<file path="config.mk">
export PLATFORM = sky130hd
export DESIGN_NAME = mem_arbiter
export DESIGN_NICKNAME = d
export VERILOG_FILES = /design/src/rtl/mem_arbiter.sv
export SDC_FILE = /design/constraint.sdc
export NUM_CORES = 1
export LEC_CHECK = 0
export ABC_AREA = 1
export BUFFER_PORTS_ARGS = -buffer_cell sky130_fd_sc_hd__buf_2
export CAP_MARGIN = 20
export CORE_AREA = 2 2 106 108
export DETAILED_ROUTE_END_ITERATION = 10
export DIE_AREA = 0 0 108 110
export SLEW_MARGIN = 25
export SYNTH_ARGS = -nofsm -noshare
export SYNTH_HDL_FRONTEND = slang
export SYNTH_SLANG_ARGS = --single-unit
export TNS_END_PERCENT = 10
</file>
<file path="constraint.sdc">
create_clock -name clk_i -period 1.55 [get_ports clk_i]
set_clock_uncertainty 0.1 [all_clocks]
set_input_delay 0.155 -clock clk_i [delete_from_list [all_inputs] [get_ports clk_i]]
set_output_delay 0.155 -clock clk_i [all_outputs]
set_load 0.05 [all_outputs]
</file>
<file path="src/rtl/mem_arbiter.sv">
// mem_arbiter: shares one beat-wide memory port between an icache and a
// dcache. Each accepted request becomes a BURST_LEN-beat line transfer
// followed by a one-cycle DONE state.
// Optional feature: define MEM_ARBITER_RR_EN for round-robin arbitration
// of simultaneous requests; otherwise the dcache has fixed priority.
module mem_arbiter #(
    parameter int ADDR_WIDTH = 32,
    parameter int DATA_WIDTH = 32,
    parameter int BURST_LEN  = 4
) (
    input  logic                         clk_i,
    input  logic                         reset_i,
    input  logic                         ic_req_valid_i,
    input  logic [ADDR_WIDTH-1:0]        ic_req_addr_i,
    output logic                         ic_req_ready_o,
    output logic                         ic_rvalid_o,
    output logic [DATA_WIDTH-1:0]        ic_rdata_o,
    output logic [$clog2(BURST_LEN)-1:0] ic_beat_o,
    output logic                         ic_done_o,
    input  logic                         dc_req_valid_i,
    input  logic                         dc_req_we_i,
    input  logic [ADDR_WIDTH-1:0]        dc_req_addr_i,
    output logic                         dc_req_ready_o,
    input  logic [DATA_WIDTH-1:0]        dc_wdata_i,
    output logic                         dc_rvalid_o,
    output logic [DATA_WIDTH-1:0]        dc_rdata_o,
    output logic [$clog2(BURST_LEN)-1:0] dc_beat_o,
    output logic                         dc_done_o,
    output logic                         mem_valid_o,
    output logic                         mem_we_o,
    output logic [ADDR_WIDTH-1:0]        mem_addr_o,
    output logic [DATA_WIDTH-1:0]        mem_wdata_o,
    input  logic                         mem_ready_i,
    input  logic [DATA_WIDTH-1:0]        mem_rdata_i
);

    localparam int BW = $clog2(BURST_LEN);
    localparam logic [ADDR_WIDTH-1:0] OFF_MASK  = ADDR_WIDTH'((BURST_LEN * 4) - 1);
    localparam logic [BW-1:0]         LAST_BEAT = BW'(BURST_LEN - 1);

    typedef enum logic [1:0] {
        IDLE,
        BURST,
        DONE
    } state_t;

    state_t                  state_q, state_d;
    logic [BW-1:0]           beat_q, beat_d;
    logic                    owner_q, owner_d;   // 1 = dcache owns the transfer
    logic                    we_q, we_d;
    logic [ADDR_WIDTH-1:0]   base_q, base_d;
    logic                    rst_dly_q;          // blocks acceptance in the first cycle after reset
    logic                    grant_dc;
    logic                    accept;

`ifdef MEM_ARBITER_RR_EN
    logic                    last_dc_q;          // 1 = dcache was granted last

    // Arbitration: on a tie the requester not granted last wins.
    always_comb begin
        grant_dc = dc_req_valid_i && (!ic_req_valid_i || !last_dc_q);
    end

    // Last-grant flag, reset to icache so the dcache wins the first tie.
    always_ff @(posedge clk_i) begin
        if (reset_i) begin
            last_dc_q <= 1'b0;
        end else if (accept) begin
            last_dc_q <= grant_dc;
        end
    end
`else
    // Arbitration: dcache has fixed priority over icache.
    always_comb begin
        grant_dc = dc_req_valid_i;
    end
`endif

    // State register and latched transfer context.
    always_ff @(posedge clk_i) begin
        if (reset_i) begin
            state_q   <= IDLE;
            beat_q    <= '0;
            owner_q   <= 1'b0;
            we_q      <= 1'b0;
            base_q    <= '0;
            rst_dly_q <= 1'b1;
        end else begin
            state_q   <= state_d;
            beat_q    <= beat_d;
            owner_q   <= owner_d;
            we_q      <= we_d;
            base_q    <= base_d;
            rst_dly_q <= 1'b0;
        end
    end

    // Next-state logic and handshake outputs.
    always_comb begin
        state_d        = state_q;
        beat_d         = beat_q;
        owner_d        = owner_q;
        we_d           = we_q;
        base_d         = base_q;
        accept         = 1'b0;
        ic_req_ready_o = 1'b0;
        dc_req_ready_o = 1'b0;
        ic_rvalid_o    = 1'b0;
        dc_rvalid_o    = 1'b0;
        ic_done_o      = 1'b0;
        dc_done_o      = 1'b0;
        mem_valid_o    = 1'b0;

        case (state_q)
            IDLE: begin
                if (!rst_dly_q && (ic_req_valid_i || dc_req_valid_i)) begin
                    accept         = 1'b1;
                    ic_req_ready_o = !grant_dc;
                    dc_req_ready_o = grant_dc;
                    owner_d        = grant_dc;
                    we_d           = grant_dc && dc_req_we_i;
                    base_d         = (grant_dc ? dc_req_addr_i : ic_req_addr_i) & ~OFF_MASK;
                    beat_d         = '0;
                    state_d        = BURST;
                end
            end
            BURST: begin
                mem_valid_o = 1'b1;
                if (mem_ready_i) begin
                    ic_rvalid_o = !we_q && !owner_q;
                    dc_rvalid_o = !we_q && owner_q;
                    beat_d      = beat_q + BW'(1);
                    if (beat_q == LAST_BEAT) begin
                        state_d = DONE;
                    end
                end
            end
            DONE: begin
                ic_done_o = !owner_q;
                dc_done_o = owner_q;
                state_d   = IDLE;
            end
            default: state_d = IDLE;
        endcase

        // Reset is synchronous, so the state may still read BURST during the
        // reset cycle; force every handshake quiet regardless.
        if (reset_i) begin
            accept         = 1'b0;
            ic_req_ready_o = 1'b0;
            dc_req_ready_o = 1'b0;
            ic_rvalid_o    = 1'b0;
            dc_rvalid_o    = 1'b0;
            ic_done_o      = 1'b0;
            dc_done_o      = 1'b0;
            mem_valid_o    = 1'b0;
        end
    end

    assign mem_addr_o  = base_q + (ADDR_WIDTH'(beat_q) << 2);
    assign mem_we_o    = we_q;
    assign mem_wdata_o = dc_wdata_i;
    assign ic_rdata_o  = mem_rdata_i;
    assign dc_rdata_o  = mem_rdata_i;
    assign ic_beat_o   = beat_q;
    assign dc_beat_o   = beat_q;

endmodule

</file>
==> qor.tcl, run 1 <==
set qor(report.final.hold_viol_count) 0
set qor(synth.yosys.warnings) 0
set qor(cts_sinks) 35
set qor(design.die.area_um2) 11900
set qor(worst-endpoint-arrival_ps) 1270
set qor(synth.most_common_cell) {sky130_fd_sc_hd__nand2_1}
set qor(yosysUniqueCellTypes) 21
set qor(synth_common_cells) {sky130_fd_sc_hd__nand2_1 (126), sky130_fd_sc_hd__buf_4 (106), sky130_fd_sc_hd__dfxtp_1 (35), sky130_fd_sc_hd__nand3_1 (33), sky130_fd_sc_hd__a21oi_1 (31)}
set qor(post_synth_mux_area_share) 0
set qor(synth_top_family_by_area) {buffers and inverters}
set qor(synth.largest_area_cell) {sky130_fd_sc_hd__buf_4}
set qor(final-max-slew-violation-count) 0
set qor(crit_slowest_cell) {sky130_fd_sc_hd__dfxtp_4}
set qor(place_inst) 509
set qor(cts.root.buffer_cell) {sky130_fd_sc_hd__clkbuf_8}
set qor(pwr_density_cell_nw_per_um2) 907
set qor(num_antenna_cells) 0
set qor(drt_antenna_net_count) 0
set qor(core_area_um2) 10700
set qor(cp_class) {reg2out}
set qor(detailed_place_hpwl_mm) 4.81
set qor(drc) 0
set qor(design.final.nets) 512
set qor(syn_inst) 374
set qor(synth-xor-area-share) 0
set qor(post_dp_cell_area_um2) 2450
set qor(grt_pass1_vias) 1923
set qor(setup_viol) 0
set qor(initial_core_utilization) 0.240
set qor(row_count) 38
set qor(final_worst_path_cycle_share) 0.987
set qor(cts_post_setup_buffers_inserted) 0
set qor(globalRouteTotalUtil) 0.103
set qor(fmaxAchievable_ghz) 0.654
set qor(placement.io_buffers) 103
set qor(yosys.area.top_type_share) 0.310
set qor(final_period_minus_worst_setup_slack_ps) 1530
set qor(post_synth_fa_ha_maj_area_fraction) 0.00488
set qor(route.final.wire_length_mm) 6.41
set qor(cts_made_buffers) 5
set qor(critPathMaxStageDelay_ps) 380
set qor(worst_setup_hold_path_clk_slew_ps) 80
set qor(compound_gate_portion_of_the_synthesized_area) 0.0605
set qor(p_leak_nw) 1.35
set qor(clk-insertion-delay-late_ps) 280
set qor(holdPathStages) 3
set qor(crit_path_cell_trace) {inv_4 -> nor2_4 -> nand2_4 -> nor4_2 -> buf_4}
set qor(die_h_um) 110
set qor(pin_count_of_the_biggest_net_entering_global_routing) 29
set qor(drt_iter0_markers) 64
set qor(timing.critical_path.required_ps) 1290
set qor(r2r.worst_path.cells) 6
set qor(vias) 2090
set qor(run_status) {complete, no violations}
set qor(drt_first_pass_iters) 4
set qor(setup.worst_path.end_class) {primary output}
set qor(post_synth_main_area_contributors) {sky130_fd_sc_hd__buf_4 (31%), sky130_fd_sc_hd__dfxtp_1 (27%), sky130_fd_sc_hd__nand2_1 (18%)}
set qor(gp_congestion) 0.670
set qor(io_pins) 274
set qor(max_cap_violations) 0
set qor(dieWidth_um) 108
set qor(grt_overflow_total) 0
set qor(post-place-ws_ps) 143
set qor(vias_per_cell) 4.03
set qor(cts_htree_levels) 2
set qor(cts_tree) {built}
set qor(number_of_enable_flip_flop_cells_after_synthesis) 0
set qor(cts.path.max_buffers) 2
set qor(post_synth_instance_area_um2) 2560
set qor(initial_antenna_violation_count) 0
set qor(critPathLaunchType) {flop}
set qor(synth-seq-area-share) 0.273
set qor(final_cell_count_no_fill) 518
set qor(critical_path_peak_fanout) 3
set qor(area_growth_syn_to_layout_pct) 1.22
set qor(synth-seq-cells) 35
set qor(synth_area_per_cell_um2) 6.86
set qor(holdCritPathClass) {in2reg}
set qor(irDropWorstVdd_uv) 369
set qor(final.setup.tns_ps) 0
set qor(synth_ff_type) {sky130_fd_sc_hd__dfxtp_1}
set qor(final_worst_setup_slack_ps) 20.9
set qor(avgRoutedWirePerCell_um) 12.4
set qor(layout-drive-gt1-share) 0.357
set qor(final_cell_area_um2) 2600
set qor(global_route_wire_length_before_repair_mm) 9.56
set qor(synth_simple_gate_area_frac) 0.290
set qor(setup_repair_after_global_routing_missed_its_margin) {yes}
set qor(share_of_flip_flops_with_an_asynchronous_set_or_reset_after_synthesis) 0
==> per-stage QoR <==
step	hold WS, ps	total power, W	utilization
2_1_floorplan	82.7	0.00220	-
3_3_place_gp	210	0.00170	0.229
6_report	54.3	0.00235	0.243
3_5_place_dp	210	0.00171	0.229
4_1_cts	35.2	0.00241	0.239
5_1_grt	38.4	0.00252	0.243
==> power by group <==
group          internal [W]  switching (W)  leakage (nW)
combinational      0.000213       0.000489          1.02
clock              0.000316       0.000344        0.0422
sequential         0.000953      0.0000382         0.288
==> worst max-delay path: cells and delay by family, from the launching register on <==
family	cells	cell delay, ps
DFF	1	380
and+or+nand+nor	3	330
buffers and inverters	2	280
==> final cells by class <==
cell class	count	area, µm²
Clock buffer	7	76.3
Sequential cell	35	708
Tap cell	140	175
Clock inverter	1	5.00
Inverter	11	43.8
Fill cell	1229	8100
Multi-Input combinational cell	209	956
Timing Repair Buffer	115	632
==> worst paths after layout <==
check / start / endpoint / slack (ps)
worst max-delay path: state_q[0] / ic_rvalid_o / 20
worst min-delay path: mem_ready_i / state_q[1] / 50
worst max register to register: rst_dly_q / dc_beat_o[0] / 270
worst min register to register: base_q[29] / base_q[29] / 360
==> registers in the layout, summed over array words and instances, names as in the netlist <==
register / count
mem_we_o: 1
rst_dly_q: 1
dc_beat_o: 2
base_q: 28
state_q: 2
owner_q: 1
==> placed cells by master, fill, tap and decap left out <==
| cell | Yosys | final |
|---|---|---|
| sky130_fd_sc_hd__a21oi_1 | 31 | 31 |
| sky130_fd_sc_hd__buf_2 | 2 | 98 |
| sky130_fd_sc_hd__buf_4 | 106 | 12 |
| sky130_fd_sc_hd__buf_6 | 7 | 3 |
| sky130_fd_sc_hd__clkbuf_1 | 4 | 2 |
| sky130_fd_sc_hd__clkbuf_4 | 1 | 1 |
| sky130_fd_sc_hd__clkbuf_8 | 0 | 5 |
| sky130_fd_sc_hd__clkinv_1 | 1 | 1 |
| sky130_fd_sc_hd__clkinv_2 | 0 | 1 |
| sky130_fd_sc_hd__conb_1 | 1 | 2 |
| sky130_fd_sc_hd__dfxtp_1 | 35 | 33 |
| sky130_fd_sc_hd__dfxtp_4 | 0 | 2 |
| sky130_fd_sc_hd__dlygate4sd3_1 | 0 | 1 |
| sky130_fd_sc_hd__ha_1 | 1 | 1 |
| sky130_fd_sc_hd__inv_1 | 8 | 7 |
| sky130_fd_sc_hd__inv_2 | 2 | 2 |
| sky130_fd_sc_hd__inv_4 | 0 | 1 |
| sky130_fd_sc_hd__nand2_1 | 126 | 125 |
| sky130_fd_sc_hd__nand2_4 | 0 | 1 |
| sky130_fd_sc_hd__nand3_1 | 33 | 33 |
| sky130_fd_sc_hd__nand3_4 | 1 | 1 |
| sky130_fd_sc_hd__nor2_1 | 8 | 7 |
| sky130_fd_sc_hd__nor2_2 | 2 | 1 |
| sky130_fd_sc_hd__nor2_4 | 0 | 2 |
| sky130_fd_sc_hd__nor2_8 | 1 | 1 |
| sky130_fd_sc_hd__nor3_2 | 1 | 3 |
| sky130_fd_sc_hd__nor4_2 | 0 | 1 |
==> cell families (layout without fill, tap and decap cells) <==
| kind of cell | after synthesis | in the layout |
|---|---|---|
| AOI/OAI and AO/OA | 31 | 31 |
| DFF | 35 | 35 |
| and+or+nand+nor | 175 | 175 |
| adders and majority gates | 1 | 1 |
| other | 1 | 2 |
| buffers and inverters | 131 | 134 |
==> layer usage <==
layer | vias up | track usage | share of wire | wire length (µm)
li1 | 1073 | - | - | -
met1 | 901 | 0.115 | 0.41 | 2660
met2 | 94 | 0.173 | 0.47 | 3010
met3 | 22 | 0.0459 | 0.095 | 610
met4 | 0 | 0.0430 | 0.020 | 130
met5 | - | 0 | 0 | 0
==> timing repair <==
action,CTS,global route
hold buffers,1,0
resized for setup,8,11
setup endpoints to repair,5,6
endpoints found under the hold margin,1,0
Note: power is estimated with default switching activity, not from simulation.
==> run 2, diff against run 1 <==
--- a/config.mk
+++ b/config.mk
@@ -8,9 +8,12 @@
 export ABC_AREA = 1
 export BUFFER_PORTS_ARGS = -buffer_cell sky130_fd_sc_hd__buf_2
 export CAP_MARGIN = 20
-export CORE_AREA = 2 2 106 108
+export CELL_PAD_IN_SITES_DETAIL_PLACEMENT = 0
+export CELL_PAD_IN_SITES_GLOBAL_PLACEMENT = 1
+export CORE_ASPECT_RATIO = 2
+export CORE_UTILIZATION = 22
 export DETAILED_ROUTE_END_ITERATION = 10
-export DIE_AREA = 0 0 108 110
+export PLACE_DENSITY_LB_ADDON = 0.1
 export SLEW_MARGIN = 25
 export SYNTH_ARGS = -nofsm -noshare
 export SYNTH_HDL_FRONTEND = slang
==> run 2 against run 1 <==
  * Register-to-register slack worse by 60 ps
  * Sequential share of layout area fell by 0.78 points
  * Die area up 2.0%
  * Sequential power is 0.8% higher
  * Highest routed layer unchanged
==> qor.tcl, run 2 (synthesis gave the netlist of run 1 again) <==
set qor(dieWidth_um) 78.4 ;# was 108 µm
set qor(grt_overflow_total) 0 ;# unchanged
set qor(worstReg2RegStart) {rst_dly_q} ;# unchanged
set qor(place_inst) 510 ;# was 509
set qor(final_period_minus_worst_setup_slack_ps) 1510 ;# was 1530 ps
set qor(hold-worst-slack_ps) 58.4 ;# was 54.3 ps
set qor(worst_setup_hold_path_clk_slew_ps) 50 ;# was 80 ps
set qor(cts_post_setup_buffers_inserted) 0 ;# unchanged
set qor(holdCritPathClass) {in2reg} ;# unchanged
set qor(core_area_um2) 11400 ;# was 10700 µm²
set qor(cp_top_family) {simple AND/OR/NAND/NOR gates} ;# was flip-flops
set qor(pin_count_of_the_biggest_net_entering_global_routing) 29 ;# unchanged
set qor(min-delay-start) {mem_ready_i} ;# unchanged
set qor(final-max-slew-violation-count) 0 ;# unchanged
set qor(final_cell_area_um2) 2670 ;# was 2600 µm²
set qor(drt_iter0_markers) 64 ;# unchanged
set qor(setup.worst_path.end_class) {primary output} ;# unchanged
set qor(fin_util) 0.235 ;# was 0.243
set qor(setup_viol) 0 ;# unchanged
set qor(fmaxAchievable_ghz) 0.663 ;# was 0.654 GHz
set qor(drt_first_pass_iters) 4 ;# unchanged
set qor(initial_antenna_violation_count) 0 ;# unchanged
set qor(gp_congestion) 0.732 ;# was 0.670
set qor(final_worst_path_cycle_share) 0.973 ;# was 0.987
set qor(critPathMaxStageDelay_ps) 350 ;# was 380 ps
set qor(most_frequent_standard_cell_in_the_layout_excluding_fill_and_tap_cells) {sky130_fd_sc_hd__nand2_1} ;# unchanged
set qor(timing.critical_path.buf_inv) 1 ;# was 2
set qor(startpoint) {state_q[1]} ;# was state_q[0]
set qor(avgRoutedWirePerCell_um) 14.4 ;# was 12.4 µm
set qor(cts_sinks) 35 ;# unchanged
set qor(crit_slowest_cell) {sky130_fd_sc_hd__dfxtp_2} ;# was sky130_fd_sc_hd__dfxtp_4
set qor(pwr_density_cell_nw_per_um2) 1030 ;# was 907 nW/µm²
set qor(timing.critical_path.required_ps) 1290 ;# about the same
set qor(report.final.hold_viol_count) 0 ;# unchanged
set qor(cts.path.max_buffers) 2 ;# unchanged
set qor(num_antenna_cells) 0 ;# unchanged
set qor(detailed_place_hpwl_mm) 5.48 ;# was 4.81 mm
set qor(placement.io_buffers) 103 ;# unchanged
set qor(row_count) 55 ;# was 38
set qor(critical_path_peak_fanout) 4 ;# was 3
set qor(crit_path_cell_trace) {nor2_4 -> nand3_4 -> nor3_2 -> buf_6} ;# was inv_4 -> nor2_4 -> nand2_4 -> nor4_2 -> buf_4
set qor(cts_made_buffers) 5 ;# unchanged
set qor(p_leak_nw) 1.37 ;# was 1.35 nW
set qor(critPathLaunchType) {flop} ;# unchanged
set qor(design.final.nets) 511 ;# was 512
set qor(drt_antenna_net_count) 0 ;# unchanged
set qor(clk-insertion-delay-late_ps) 280 ;# about the same
set qor(largest_reg_flops) 28 ;# unchanged
set qor(route.final.wire_length_mm) 7.48 ;# was 6.41 mm
set qor(cp_class) {reg2out} ;# unchanged
set qor(max_cap_violations) 0 ;# unchanged
set qor(final.setup.tns_ps) 0 ;# unchanged
set qor(drc) 0 ;# unchanged
set qor(initial_core_utilization) 0.226 ;# was 0.240
set qor(layout-drive-gt1-share) 0.361 ;# was 0.357
set qor(area_growth_syn_to_layout_pct) 4.00 ;# was 1.22%
set qor(regMostFlops) {base_q} ;# unchanged
set qor(global_route_wire_length_before_repair_mm) 11.6 ;# was 9.56 mm
set qor(worst-endpoint-arrival_ps) 1250 ;# was 1270 ps
set qor(die_h_um) 155 ;# was 110 µm
set qor(final_cell_count_no_fill) 519 ;# was 518
set qor(globalRouteTotalUtil) 0.128 ;# was 0.103
set qor(design.die.area_um2) 12100 ;# was 11900 µm²
set qor(vias_per_cell) 4.10 ;# was 4.03
set qor(irDropWorstVdd_uv) 435 ;# was 369 µV
set qor(setup_repair_after_global_routing_missed_its_margin) {yes} ;# unchanged
set qor(cts.root.buffer_cell) {sky130_fd_sc_hd__clkbuf_16} ;# was sky130_fd_sc_hd__clkbuf_8
set qor(run_status) {complete, no violations} ;# unchanged
set qor(io_pins) 274 ;# unchanged
set qor(cts_tree) {built} ;# unchanged
set qor(vias) 2130 ;# was 2090
set qor(cts_htree_levels) 2 ;# unchanged
set qor(mostFrequentLayoutCells) {sky130_fd_sc_hd__nand2_1 (125), sky130_fd_sc_hd__buf_2 (99), sky130_fd_sc_hd__nand3_1 (33)} ;# was sky130_fd_sc_hd__nand2_1 (125), sky130_fd_sc_hd__buf_2 (98), sky130_fd_sc_hd__nand3_1 (33), sky130_fd_sc_hd__dfxtp_1 (33), sky130_fd_sc_hd__a21oi_1 (31)
set qor(post_dp_cell_area_um2) 2450 ;# about the same
set qor(grt_pass1_vias) 2197 ;# was 1923
-- run 2: changes by cell type in the layout (fill, tap and decap cells not counted), sizes merged --
cell / previous run / this run
clkinv: 2 / 1
-- run 2: worst paths after layout --
path / end / slack (ps) / depth (start not counted)
setup reg to reg: base_q[11] / 210 / 5
hold reg to reg: base_q[26] / 360 / 2
setup / recovery: ic_req_ready_o / 40 / 4
hold / removal: state_q[1] / 60 / 3
-- run 2: what timing repair did --
action                                  in CTS  in global routing
resized for setup                           12                  6
hold buffers                                 1                  0
endpoints found under the setup margin       5                  5
endpoints found under the hold margin        1                  0
pin swaps                                    0                  0
-- run 2: layout make-up --
type / instances / area, µm²
flip-flops and latches: 35 / 707
well taps: 142 / 178
fillers: 1311 / 8690
clock buffers: 8 / 156
multi-input cells: 209 / 960
repair buffers: 114 / 626
inverters: 11 / 41.3
-- run 2: per-layer routing --
layer / track usage / routed length [µm]
met1: 0.113 / 2460
met4: 0.118 / 559
met3: 0.0206 / 495
met5: 0 / 0
met2: 0.240 / 3970
-- run 2: power breakdown --
| part | internal [W] | total, W | switching [W] | leakage (nW) |
|---|---|---|---|---|
| Combinational | 0.000209 | 0.000706 | 0.000498 | 1.01 |
| Sequential | 0.000957 | 0.000999 | 0.0000413 | 0.288 |
| Clock | 0.000684 | 0.00106 | 0.000371 | 0.0772 |
| Total | 0.00185 | 0.00276 | 0.000910 | 1.37 |
-- run 2: metrics by stage --
| stage | total power (W) | setup slack, ps |
|---|---|---|
| floorplan | 0.00220 | -278 |
| global placement | 0.00172 | 124 |
| detailed placement | 0.00172 | 87.9 |
| CTS | 0.00283 | -22.4 |
| global route | 0.00292 | -45.2 |
| finish | 0.00276 | 42.2 |
-- run 2: tightest hold or removal path: stages --
cell and delay (ps):
sky130_fd_sc_hd__buf_2 110, sky130_fd_sc_hd__nand2_1 80, sky130_fd_sc_hd__nor2_1 50
